**config.mk**
```make
export PLATFORM = sky130hd
export DESIGN_NAME = seq_loop_status_monitor_flat
export DESIGN_NICKNAME = d
export VERILOG_FILES = /design/src/rtl/seq_loop_status_monitor_if.sv /design/src/rtl/seq_loop_status_monitor.sv /design/src/flat_wrapper.sv
export SDC_FILE = /design/constraint.sdc
export NUM_CORES = 1
export LEC_CHECK = 0
export ABC_CLOCK_PERIOD_IN_PS = 11800
export CORE_MARGIN = 5
export CORE_UTILIZATION = 53
export CTS_BUF_LIST = sky130_fd_sc_hd__clkbuf_8
export CTS_CLUSTER_DIAMETER = 50
export DETAILED_ROUTE_END_ITERATION = 10
export GPL_TIMING_DRIVEN = 0
export HOLD_SLACK_MARGIN = 0.1
export PLACE_DENSITY = 0.88
export RECOVER_POWER = 50
export SLEW_MARGIN = 40
export SYNTH_ARGS = -nofsm -noshare
export SYNTH_HDL_FRONTEND = slang
export SYNTH_SLANG_ARGS = --single-unit
```
**constraint.sdc**
```tcl
create_clock -name clock -period 11.8 [get_ports clock]
set_clock_uncertainty 0.05 [all_clocks]
set_input_delay 1.77 -clock clock [delete_from_list [all_inputs] [get_ports clock]]
set_output_delay 1.77 -clock clock [all_outputs]
set_load 0.02 [all_outputs]
```
**src/rtl/seq_loop_status_monitor_if.sv**
```systemverilog
// Sampled control signals of an HLS block plus the statistics the monitor reports back.
// Latency: none (wires only); backpressure: none, the monitor is a passive observer.
interface seq_loop_status_monitor_if #(
    parameter int STATE_W = 6,
    parameter int CNT_W   = 32
);
    logic               ap_start;
    logic               ap_ready;
    logic               ap_done;
    logic               ap_continue;
    logic               finish;
    logic [STATE_W-1:0] cur_state;
    logic [STATE_W-1:0] pre_loop_state0;
    logic               pre_states_valid;
    logic [STATE_W-1:0] post_loop_state0;
    logic               post_states_valid;
    logic [STATE_W-1:0] quit_loop_state0;
    logic               quit_states_valid;
    logic [STATE_W-1:0] iter_start_state;
    logic [STATE_W-1:0] iter_end_state0;
    logic               iter_end_states_valid;
    logic               one_state_loop;
    logic               one_state_block;

    logic               mod_busy;
    logic [CNT_W-1:0]   mod_start_cnt;
    logic [CNT_W-1:0]   mod_ready_cnt;
    logic [CNT_W-1:0]   mod_done_cnt;
    logic [CNT_W-1:0]   mod_busy_cycles;
    logic               loop_active;
    logic [CNT_W-1:0]   loop_invoc_cnt;
    logic [CNT_W-1:0]   iter_cnt;
    logic [CNT_W-1:0]   cur_trip_cnt;
    logic [CNT_W-1:0]   last_trip_cnt;
    logic [CNT_W-1:0]   cur_iter_lat;
    logic [CNT_W-1:0]   last_iter_lat;
    logic               frozen;

    modport slave (
        input  ap_start, ap_ready, ap_done, ap_continue, finish, cur_state,
               pre_loop_state0, pre_states_valid, post_loop_state0, post_states_valid,
               quit_loop_state0, quit_states_valid, iter_start_state, iter_end_state0,
               iter_end_states_valid, one_state_loop, one_state_block,
        output mod_busy, mod_start_cnt, mod_ready_cnt, mod_done_cnt, mod_busy_cycles,
               loop_active, loop_invoc_cnt, iter_cnt, cur_trip_cnt, last_trip_cnt,
               cur_iter_lat, last_iter_lat, frozen
    );

    modport master (
        output ap_start, ap_ready, ap_done, ap_continue, finish, cur_state,
               pre_loop_state0, pre_states_valid, post_loop_state0, post_states_valid,
               quit_loop_state0, quit_states_valid, iter_start_state, iter_end_state0,
               iter_end_states_valid, one_state_loop, one_state_block,
        input  mod_busy, mod_start_cnt, mod_ready_cnt, mod_done_cnt, mod_busy_cycles,
               loop_active, loop_invoc_cnt, iter_cnt, cur_trip_cnt, last_trip_cnt,
               cur_iter_lat, last_iter_lat, frozen
    );
endinterface

```
**src/rtl/seq_loop_status_monitor.sv**
```systemverilog
// Passive handshake and sequential-loop statistics monitor; all results registered, 1-cycle latency.
// Backpressure: none, never stalls the observed block; finish freezes every register until reset.
module seq_loop_status_monitor #(
    parameter int STATE_W = 6,
    parameter int CNT_W   = 32
) (
    input  logic clock,
    input  logic reset,
    seq_loop_status_monitor_if.slave mon
);
    typedef enum logic {IDLE = 1'b0, RUN = 1'b1} loop_state_t;

    localparam logic [CNT_W-1:0] ONE = {{(CNT_W-1){1'b0}}, 1'b1};

    function automatic logic [CNT_W-1:0] sat_inc(input logic [CNT_W-1:0] v);
        return (&v) ? v : v + ONE;
    endfunction

    loop_state_t        loop_state;
    logic [STATE_W-1:0] prev_state;
    logic               frozen;
    logic               mod_busy;
    logic [CNT_W-1:0]   mod_start_cnt, mod_ready_cnt, mod_done_cnt, mod_busy_cycles;
    logic               loop_active;
    logic [CNT_W-1:0]   loop_invoc_cnt, iter_cnt, cur_trip_cnt, last_trip_cnt;
    logic [CNT_W-1:0]   cur_iter_lat, last_iter_lat;

    logic               done_acc, busy_nxt;
    logic               entry, active_cyc, iter_start, iter_end, loop_exit;
    logic [STATE_W-1:0] end_state;
    logic [CNT_W-1:0]   lat_now, trip_base;

    always_comb begin
        done_acc   = mon.ap_done && mon.ap_continue;
        // A start arriving with done keeps the block busy for the next transaction.
        busy_nxt   = done_acc ? mon.ap_start : (mod_busy || mon.ap_start);
        entry      = (loop_state == IDLE)
                  && (!mon.pre_states_valid || prev_state == mon.pre_loop_state0)
                  && (mon.cur_state == mon.iter_start_state)
                  && (prev_state != mon.iter_start_state);
        active_cyc = (loop_state == RUN) || entry;
        end_state  = mon.one_state_loop ? mon.iter_start_state : mon.iter_end_state0;
        iter_start = active_cyc && (mon.cur_state == mon.iter_start_state)
                  && (prev_state != mon.iter_start_state || mon.one_state_loop);
        iter_end   = active_cyc && (mon.cur_state == end_state)
                  && (mon.iter_end_states_valid || mon.one_state_loop);
        loop_exit  = (loop_state == RUN)
                  && (!mon.quit_states_valid || prev_state == mon.quit_loop_state0)
                  && (!mon.post_states_valid || mon.cur_state == mon.post_loop_state0)
                  && (mon.cur_state != mon.iter_start_state);
        // Latency including the current cycle, so an end cycle reports itself.
        lat_now    = iter_start ? ONE : sat_inc(cur_iter_lat);
        trip_base  = entry ? '0 : cur_trip_cnt;
    end

    always_ff @(posedge clock) begin
        if (!reset) begin
            loop_state      <= IDLE;
            prev_state      <= '0;
            frozen          <= 1'b0;
            mod_busy        <= 1'b0;
            mod_start_cnt   <= '0;
            mod_ready_cnt   <= '0;
            mod_done_cnt    <= '0;
            mod_busy_cycles <= '0;
            loop_active     <= 1'b0;
            loop_invoc_cnt  <= '0;
            iter_cnt        <= '0;
            cur_trip_cnt    <= '0;
            last_trip_cnt   <= '0;
            cur_iter_lat    <= '0;
            last_iter_lat   <= '0;
        end else if (!frozen) begin
            frozen     <= mon.finish;
            prev_state <= mon.cur_state;
            mod_busy   <= busy_nxt;
            if (mon.ap_start && mon.ap_ready) mod_start_cnt <= sat_inc(mod_start_cnt);
            if (mon.ap_ready) mod_ready_cnt <= sat_inc(mod_ready_cnt);
            if (done_acc) mod_done_cnt <= sat_inc(mod_done_cnt);
            if (mon.ap_start || mod_busy) mod_busy_cycles <= sat_inc(mod_busy_cycles);

            if (mon.one_state_block) begin
                loop_state  <= IDLE;
                loop_active <= 1'b0;
            end else begin
                if (entry) begin
                    loop_state     <= RUN;
                    loop_active    <= 1'b1;
                    loop_invoc_cnt <= sat_inc(loop_invoc_cnt);
                end else if (loop_exit) begin
                    loop_state    <= IDLE;
                    loop_active   <= 1'b0;
                    last_trip_cnt <= cur_trip_cnt;
                end
                if (active_cyc) cur_iter_lat <= lat_now;
                if (iter_end) begin
                    iter_cnt      <= sat_inc(iter_cnt);
                    cur_trip_cnt  <= sat_inc(trip_base);
                    last_iter_lat <= lat_now;
                end else if (entry) begin
                    cur_trip_cnt <= '0;
                end
            end
        end
    end

    assign mon.frozen          = frozen;
    assign mon.mod_busy        = mod_busy;
    assign mon.mod_start_cnt   = mod_start_cnt;
    assign mon.mod_ready_cnt   = mod_ready_cnt;
    assign mon.mod_done_cnt    = mod_done_cnt;
    assign mon.mod_busy_cycles = mod_busy_cycles;
    assign mon.loop_active     = loop_active;
    assign mon.loop_invoc_cnt  = loop_invoc_cnt;
    assign mon.iter_cnt        = iter_cnt;
    assign mon.cur_trip_cnt    = cur_trip_cnt;
    assign mon.last_trip_cnt   = last_trip_cnt;
    assign mon.cur_iter_lat    = cur_iter_lat;
    assign mon.last_iter_lat   = last_iter_lat;
endmodule

```
**src/flat_wrapper.sv**
```systemverilog
// flat-port wrapper written by rule: the top's interface ports become plain ports
module seq_loop_status_monitor_flat 
#(
    parameter int STATE_W = 6,
    parameter int CNT_W   = 32
)
  (clock, reset, mon_ap_start, mon_ap_ready, mon_ap_done, mon_ap_continue, mon_finish, mon_cur_state, mon_pre_loop_state0, mon_pre_states_valid, mon_post_loop_state0, mon_post_states_valid, mon_quit_loop_state0, mon_quit_states_valid, mon_iter_start_state, mon_iter_end_state0, mon_iter_end_states_valid, mon_one_state_loop, mon_one_state_block, mon_mod_busy, mon_mod_start_cnt, mon_mod_ready_cnt, mon_mod_done_cnt, mon_mod_busy_cycles, mon_loop_active, mon_loop_invoc_cnt, mon_iter_cnt, mon_cur_trip_cnt, mon_last_trip_cnt, mon_cur_iter_lat, mon_last_iter_lat, mon_frozen);
  seq_loop_status_monitor_if #(.STATE_W(STATE_W), .CNT_W(CNT_W)) mon_i ();
  input  logic clock;
  input  logic reset;
  input wire logic [$bits(mon_i.ap_start)-1:0] mon_ap_start;
  input wire logic [$bits(mon_i.ap_ready)-1:0] mon_ap_ready;
  input wire logic [$bits(mon_i.ap_done)-1:0] mon_ap_done;
  input wire logic [$bits(mon_i.ap_continue)-1:0] mon_ap_continue;
  input wire logic [$bits(mon_i.finish)-1:0] mon_finish;
  input wire logic [$bits(mon_i.cur_state)-1:0] mon_cur_state;
  input wire logic [$bits(mon_i.pre_loop_state0)-1:0] mon_pre_loop_state0;
  input wire logic [$bits(mon_i.pre_states_valid)-1:0] mon_pre_states_valid;
  input wire logic [$bits(mon_i.post_loop_state0)-1:0] mon_post_loop_state0;
  input wire logic [$bits(mon_i.post_states_valid)-1:0] mon_post_states_valid;
  input wire logic [$bits(mon_i.quit_loop_state0)-1:0] mon_quit_loop_state0;
  input wire logic [$bits(mon_i.quit_states_valid)-1:0] mon_quit_states_valid;
  input wire logic [$bits(mon_i.iter_start_state)-1:0] mon_iter_start_state;
  input wire logic [$bits(mon_i.iter_end_state0)-1:0] mon_iter_end_state0;
  input wire logic [$bits(mon_i.iter_end_states_valid)-1:0] mon_iter_end_states_valid;
  input wire logic [$bits(mon_i.one_state_loop)-1:0] mon_one_state_loop;
  input wire logic [$bits(mon_i.one_state_block)-1:0] mon_one_state_block;
  output wire logic [$bits(mon_i.mod_busy)-1:0] mon_mod_busy;
  output wire logic [$bits(mon_i.mod_start_cnt)-1:0] mon_mod_start_cnt;
  output wire logic [$bits(mon_i.mod_ready_cnt)-1:0] mon_mod_ready_cnt;
  output wire logic [$bits(mon_i.mod_done_cnt)-1:0] mon_mod_done_cnt;
  output wire logic [$bits(mon_i.mod_busy_cycles)-1:0] mon_mod_busy_cycles;
  output wire logic [$bits(mon_i.loop_active)-1:0] mon_loop_active;
  output wire logic [$bits(mon_i.loop_invoc_cnt)-1:0] mon_loop_invoc_cnt;
  output wire logic [$bits(mon_i.iter_cnt)-1:0] mon_iter_cnt;
  output wire logic [$bits(mon_i.cur_trip_cnt)-1:0] mon_cur_trip_cnt;
  output wire logic [$bits(mon_i.last_trip_cnt)-1:0] mon_last_trip_cnt;
  output wire logic [$bits(mon_i.cur_iter_lat)-1:0] mon_cur_iter_lat;
  output wire logic [$bits(mon_i.last_iter_lat)-1:0] mon_last_iter_lat;
  output wire logic [$bits(mon_i.frozen)-1:0] mon_frozen;
  assign mon_i.ap_start = mon_ap_start;
  assign mon_i.ap_ready = mon_ap_ready;
  assign mon_i.ap_done = mon_ap_done;
  assign mon_i.ap_continue = mon_ap_continue;
  assign mon_i.finish = mon_finish;
  assign mon_i.cur_state = mon_cur_state;
  assign mon_i.pre_loop_state0 = mon_pre_loop_state0;
  assign mon_i.pre_states_valid = mon_pre_states_valid;
  assign mon_i.post_loop_state0 = mon_post_loop_state0;
  assign mon_i.post_states_valid = mon_post_states_valid;
  assign mon_i.quit_loop_state0 = mon_quit_loop_state0;
  assign mon_i.quit_states_valid = mon_quit_states_valid;
  assign mon_i.iter_start_state = mon_iter_start_state;
  assign mon_i.iter_end_state0 = mon_iter_end_state0;
  assign mon_i.iter_end_states_valid = mon_iter_end_states_valid;
  assign mon_i.one_state_loop = mon_one_state_loop;
  assign mon_i.one_state_block = mon_one_state_block;
  assign mon_mod_busy = mon_i.mod_busy;
  assign mon_mod_start_cnt = mon_i.mod_start_cnt;
  assign mon_mod_ready_cnt = mon_i.mod_ready_cnt;
  assign mon_mod_done_cnt = mon_i.mod_done_cnt;
  assign mon_mod_busy_cycles = mon_i.mod_busy_cycles;
  assign mon_loop_active = mon_i.loop_active;
  assign mon_loop_invoc_cnt = mon_i.loop_invoc_cnt;
  assign mon_iter_cnt = mon_i.iter_cnt;
  assign mon_cur_trip_cnt = mon_i.cur_trip_cnt;
  assign mon_last_trip_cnt = mon_i.last_trip_cnt;
  assign mon_cur_iter_lat = mon_i.cur_iter_lat;
  assign mon_last_iter_lat = mon_i.last_iter_lat;
  assign mon_frozen = mon_i.frozen;
  seq_loop_status_monitor #(.STATE_W(STATE_W), .CNT_W(CNT_W)) u_core (.clock(clock), .reset(reset), .mon(mon_i));
endmodule
```
==> flow_summary.toml <==
[job]
drv_cap = 0

[place]
io_buffers = 371
dp_cells = 2704
gp_congestion = 0.9939
post-dp-hpwl_um = 41930

[setup_path]
required_ns = 12.27
cp_max_fo = 10
reg2reg_depth = 17
reg2reg_slack_ns = 6.91
crit_start = "mon_iter_start_state[2]"
crit_type = "input pin to register"
arrival_ns = 6.65
cp_slowest_cell = "nor3_2"
endpoint_kind = "register"
cp_slowest_stage_delay_ns = 0.70
startpoint_type = "input pin"
crit_path_cell_trace = "clkdlybuf4s50_1 > xnor2_1 > nand2_1 > nor3_2 > nor3_1 > clkbuf_1 > nor2b_1 > ha_1 > nand3_1 > or3_1 > nor4b_1 > o31a_1 > buf_2 > or3_1 > buf_2 > buf_6 > o311ai_0 > a21oi_1"
worstReg2RegEnd = "u_core.mon.cur_trip_cnt[5]$_SDFFE_PN0P_"
rr_startpoint = "u_core.prev_state[2]$_SDFFE_PN0N_"
endpoint = "u_core.mon.cur_trip_cnt[5]$_SDFFE_PN0P_"

[cts]
cts_buffers = 55
cts_hold_buf = 0
clk_pin_slew_ns = 0.06
postCtsSetupBuffers = 0
htreeDepth = 2
root_buffer = "clkbuf_8"
clkLatencyLatePin_ns = 0.59
cts_tree = "built"
clkSinkCount = 329
clockBufferDepth = 3
cts_resized = 0

[logic_synthesis]
yosysMostFrequentCell = "dfxtp_1"
synth-seq-area-share = 0.4094
syn_inst = 1943
synth_edf_count = 0
ys_ff_latch = 329
ys.flop_type = "dfxtp_1"
yosys.area.top_type_share = 0.4094
synthArstFlopShare = 0
synth.area.top_cells = "dfxtp_1, xnor2_1, nand2_1, nor2_1, xor2_1"
netlist_area_um2 = 16090
synth_nets = 2000
yosys_warnings = 0
ys_types = 68
avgSynthCellArea_um2 = 8.279
synthTopCellsByCount = "dfxtp_1, nand2_1, nor2_1, a21oi_1, nand3_1"
synth_largest_area_cell = "dfxtp_1"

[sta]
fmax_mhz = 161.8
setup_violations = 0
fin_crit_sh = 0.5237
max_slew_margin = 0.4022
rsz0062_at_grt = "false"
hold_violations = 0
fin_crit_ns = 6.180
fin_setup_tns_ns = 0
slew_violations = 0
tightest_slew_ns = 0.8968

[status]
outcome = "complete, no violations"

[cells_and_area]
final_util = 0.7218
final_nets = 2428
layout-drive-gt1-share = 0.04719
area_growth_pct = 33.70
finalNonFillerCells = 2808

[grt]
overflow = 0
grt_pass1_vias = 16425
track_usage = 0.3196
antenna_found_initial = 1
grt_max_degree = 15
grt_pass1_wl_um = 88970

[power]
powerDensity_nw_per_um2 = 106.4
p_total_mw = 2.289
ir_drop_uv = 157.7
leakage_nw = 8.261

[min_path]
min_path_type = "register to register"
hold_depth = 2

[routing]
first_iter_violations = 1658
wire_per_inst_um = 20.03
drt.antenna.violating_nets = 0
drc = 0
via_per_inst = 6.015
vias = 16890
totalWireLength_um = 56250
drt_pass1_iterations = 6

[floorplan]
dieArea_um2 = 33940
placement_rows = 63
core_area_um2 = 29800
io_pins = 372
start_util = 0.5399
fp.dieH_um = 184.2
die_w_um = 184.2
-- per-layer routing --
layer	vias up	global-route usage	routed length (µm)
met2	959	0.5138	25240
met3	189	0.06750	5500
li1	7847	-	-
met1	7895	0.4078	22250
met4	0	0.1606	3257
met5	-	0	0
-- cell families after synthesis --
kind of cell / count (synthesis) / share of synthesized area
and+or+nand+nor: 925 / 0.2943
DFF: 329 / 0.4094
AOI/OAI and AO/OA: 298 / 0.1175
adders and majority gates: 8 / 0.006223
buffers and inverters: 138 / 0.03407
xor gates and xnor gates: 182 / 0.09909
muxes: 63 / 0.03936
-- critical path, delay by kind of cell --
kind / cells / cell delay [ns]
adders and majority gates: 1 / 0.23
and+or+nand+nor: 8 / 2.55
AOI/OAI and AO/OA: 3 / 0.52
xor gates and xnor gates: 1 / 0.14
buffers and inverters: 5 / 1.44
-- registers in the layout, indices dropped and copies added (netlist names) --
signal,cells
u_core.mon.cur_iter_lat,32
u_core.mon.cur_trip_cnt,32
u_core.mon.iter_cnt,32
u_core.mon.last_iter_lat,32
u_core.mon.last_trip_cnt,32
u_core.mon.loop_invoc_cnt,32
u_core.mon.mod_busy_cycles,32
u_core.mon.mod_done_cnt,32
u_core.mon.mod_ready_cnt,32
u_core.mon.mod_start_cnt,32
u_core.prev_state,6
u_core.loop_state,1
u_core.mon.frozen,1
u_core.mon.mod_busy,1
-- through the flow --
| step | area [µm²] | setup slack (ns) | hold WS, ns |
|---|---|---|---|
| 2_1_floorplan | 16090 | 6.651 | 0.4802 |
| 3_3_place_gp | 20290 | 5.428 | 0.3882 |
| 3_5_place_dp | 20320 | 5.186 | 0.3953 |
| 4_1_cts | 21480 | 5.795 | 0.4019 |
| 5_1_grt | 21510 | 5.250 | 0.4189 |
| 6_report | 21510 | 5.620 | 0.3974 |
-- worst min path at each step --
stage,start,end,slack (ns)
finish,u_core.mon.last_iter_lat[3]$_SDFFE_PN0P_,u_core.mon.last_iter_lat[3]$_SDFFE_PN0P_,0.40
global route,u_core.mon.last_iter_lat[3]$_SDFFE_PN0P_,u_core.mon.last_iter_lat[3]$_SDFFE_PN0P_,0.42
CTS,u_core.mon.last_iter_lat[3]$_SDFFE_PN0P_,u_core.mon.last_iter_lat[3]$_SDFFE_PN0P_,0.40
detailed placement,u_core.mon.last_iter_lat[30]$_SDFFE_PN0P_,u_core.mon.last_iter_lat[30]$_SDFFE_PN0P_,0.40
global placement,u_core.mon.last_iter_lat[31]$_SDFFE_PN0P_,u_core.mon.last_iter_lat[31]$_SDFFE_PN0P_,0.39
floorplan,u_core.mon.last_iter_lat[25]$_SDFFE_PN0P_,u_core.mon.last_iter_lat[25]$_SDFFE_PN0P_,0.48
-- where the power goes --
| part | switching (mW) | total (mW) | internal (mW) |
|---|---|---|---|
| clock | 0.477 | 1.06 | 0.579 |
| combinational | 0.0713 | 0.112 | 0.0404 |
| sequential | 0.00621 | 1.12 | 1.12 |
-- final cells by class --
type | count | area [µm²]
Fill cell | 2255 | 8288
Timing Repair Buffer | 371 | 3714
Multi-Input combinational cell | 1476 | 9004
Antenna cell | 2 | 5.005
Clock inverter | 28 | 143.9
Sequential cell | 329 | 6586
Buffer | 104 | 421.7
Inverter | 34 | 127.6
Tap cell | 390 | 488.0
Clock buffer | 74 | 1018
-- cells in the final DEF (no fill, tap or decap), drive strengths merged, types with 6 or more instances in the layout --
master	instances
and2	34
o211ai	11
nand2	208
o21a	9
nor4	40
nor3	43
nand2b	20
a21oi	115
inv	57
nor2b	6
or4	21
or3	60
xor2	72
o31a	6
buf	14
o31ai	12
clkdlybuf4s50	110
clkbuf	164
nor3b	6
o21ai	59
and3	48
a31oi	7
o311ai	7
xnor2	110
nand4	89
nor2	198
dlygate4sd3	261
o2bb2ai	13
a21o	7
nand3	113
ha	8
and4	27
dfxtp	329
o32ai	6
mux2i	61
Note: power is estimated with default switching activity, not from simulation.
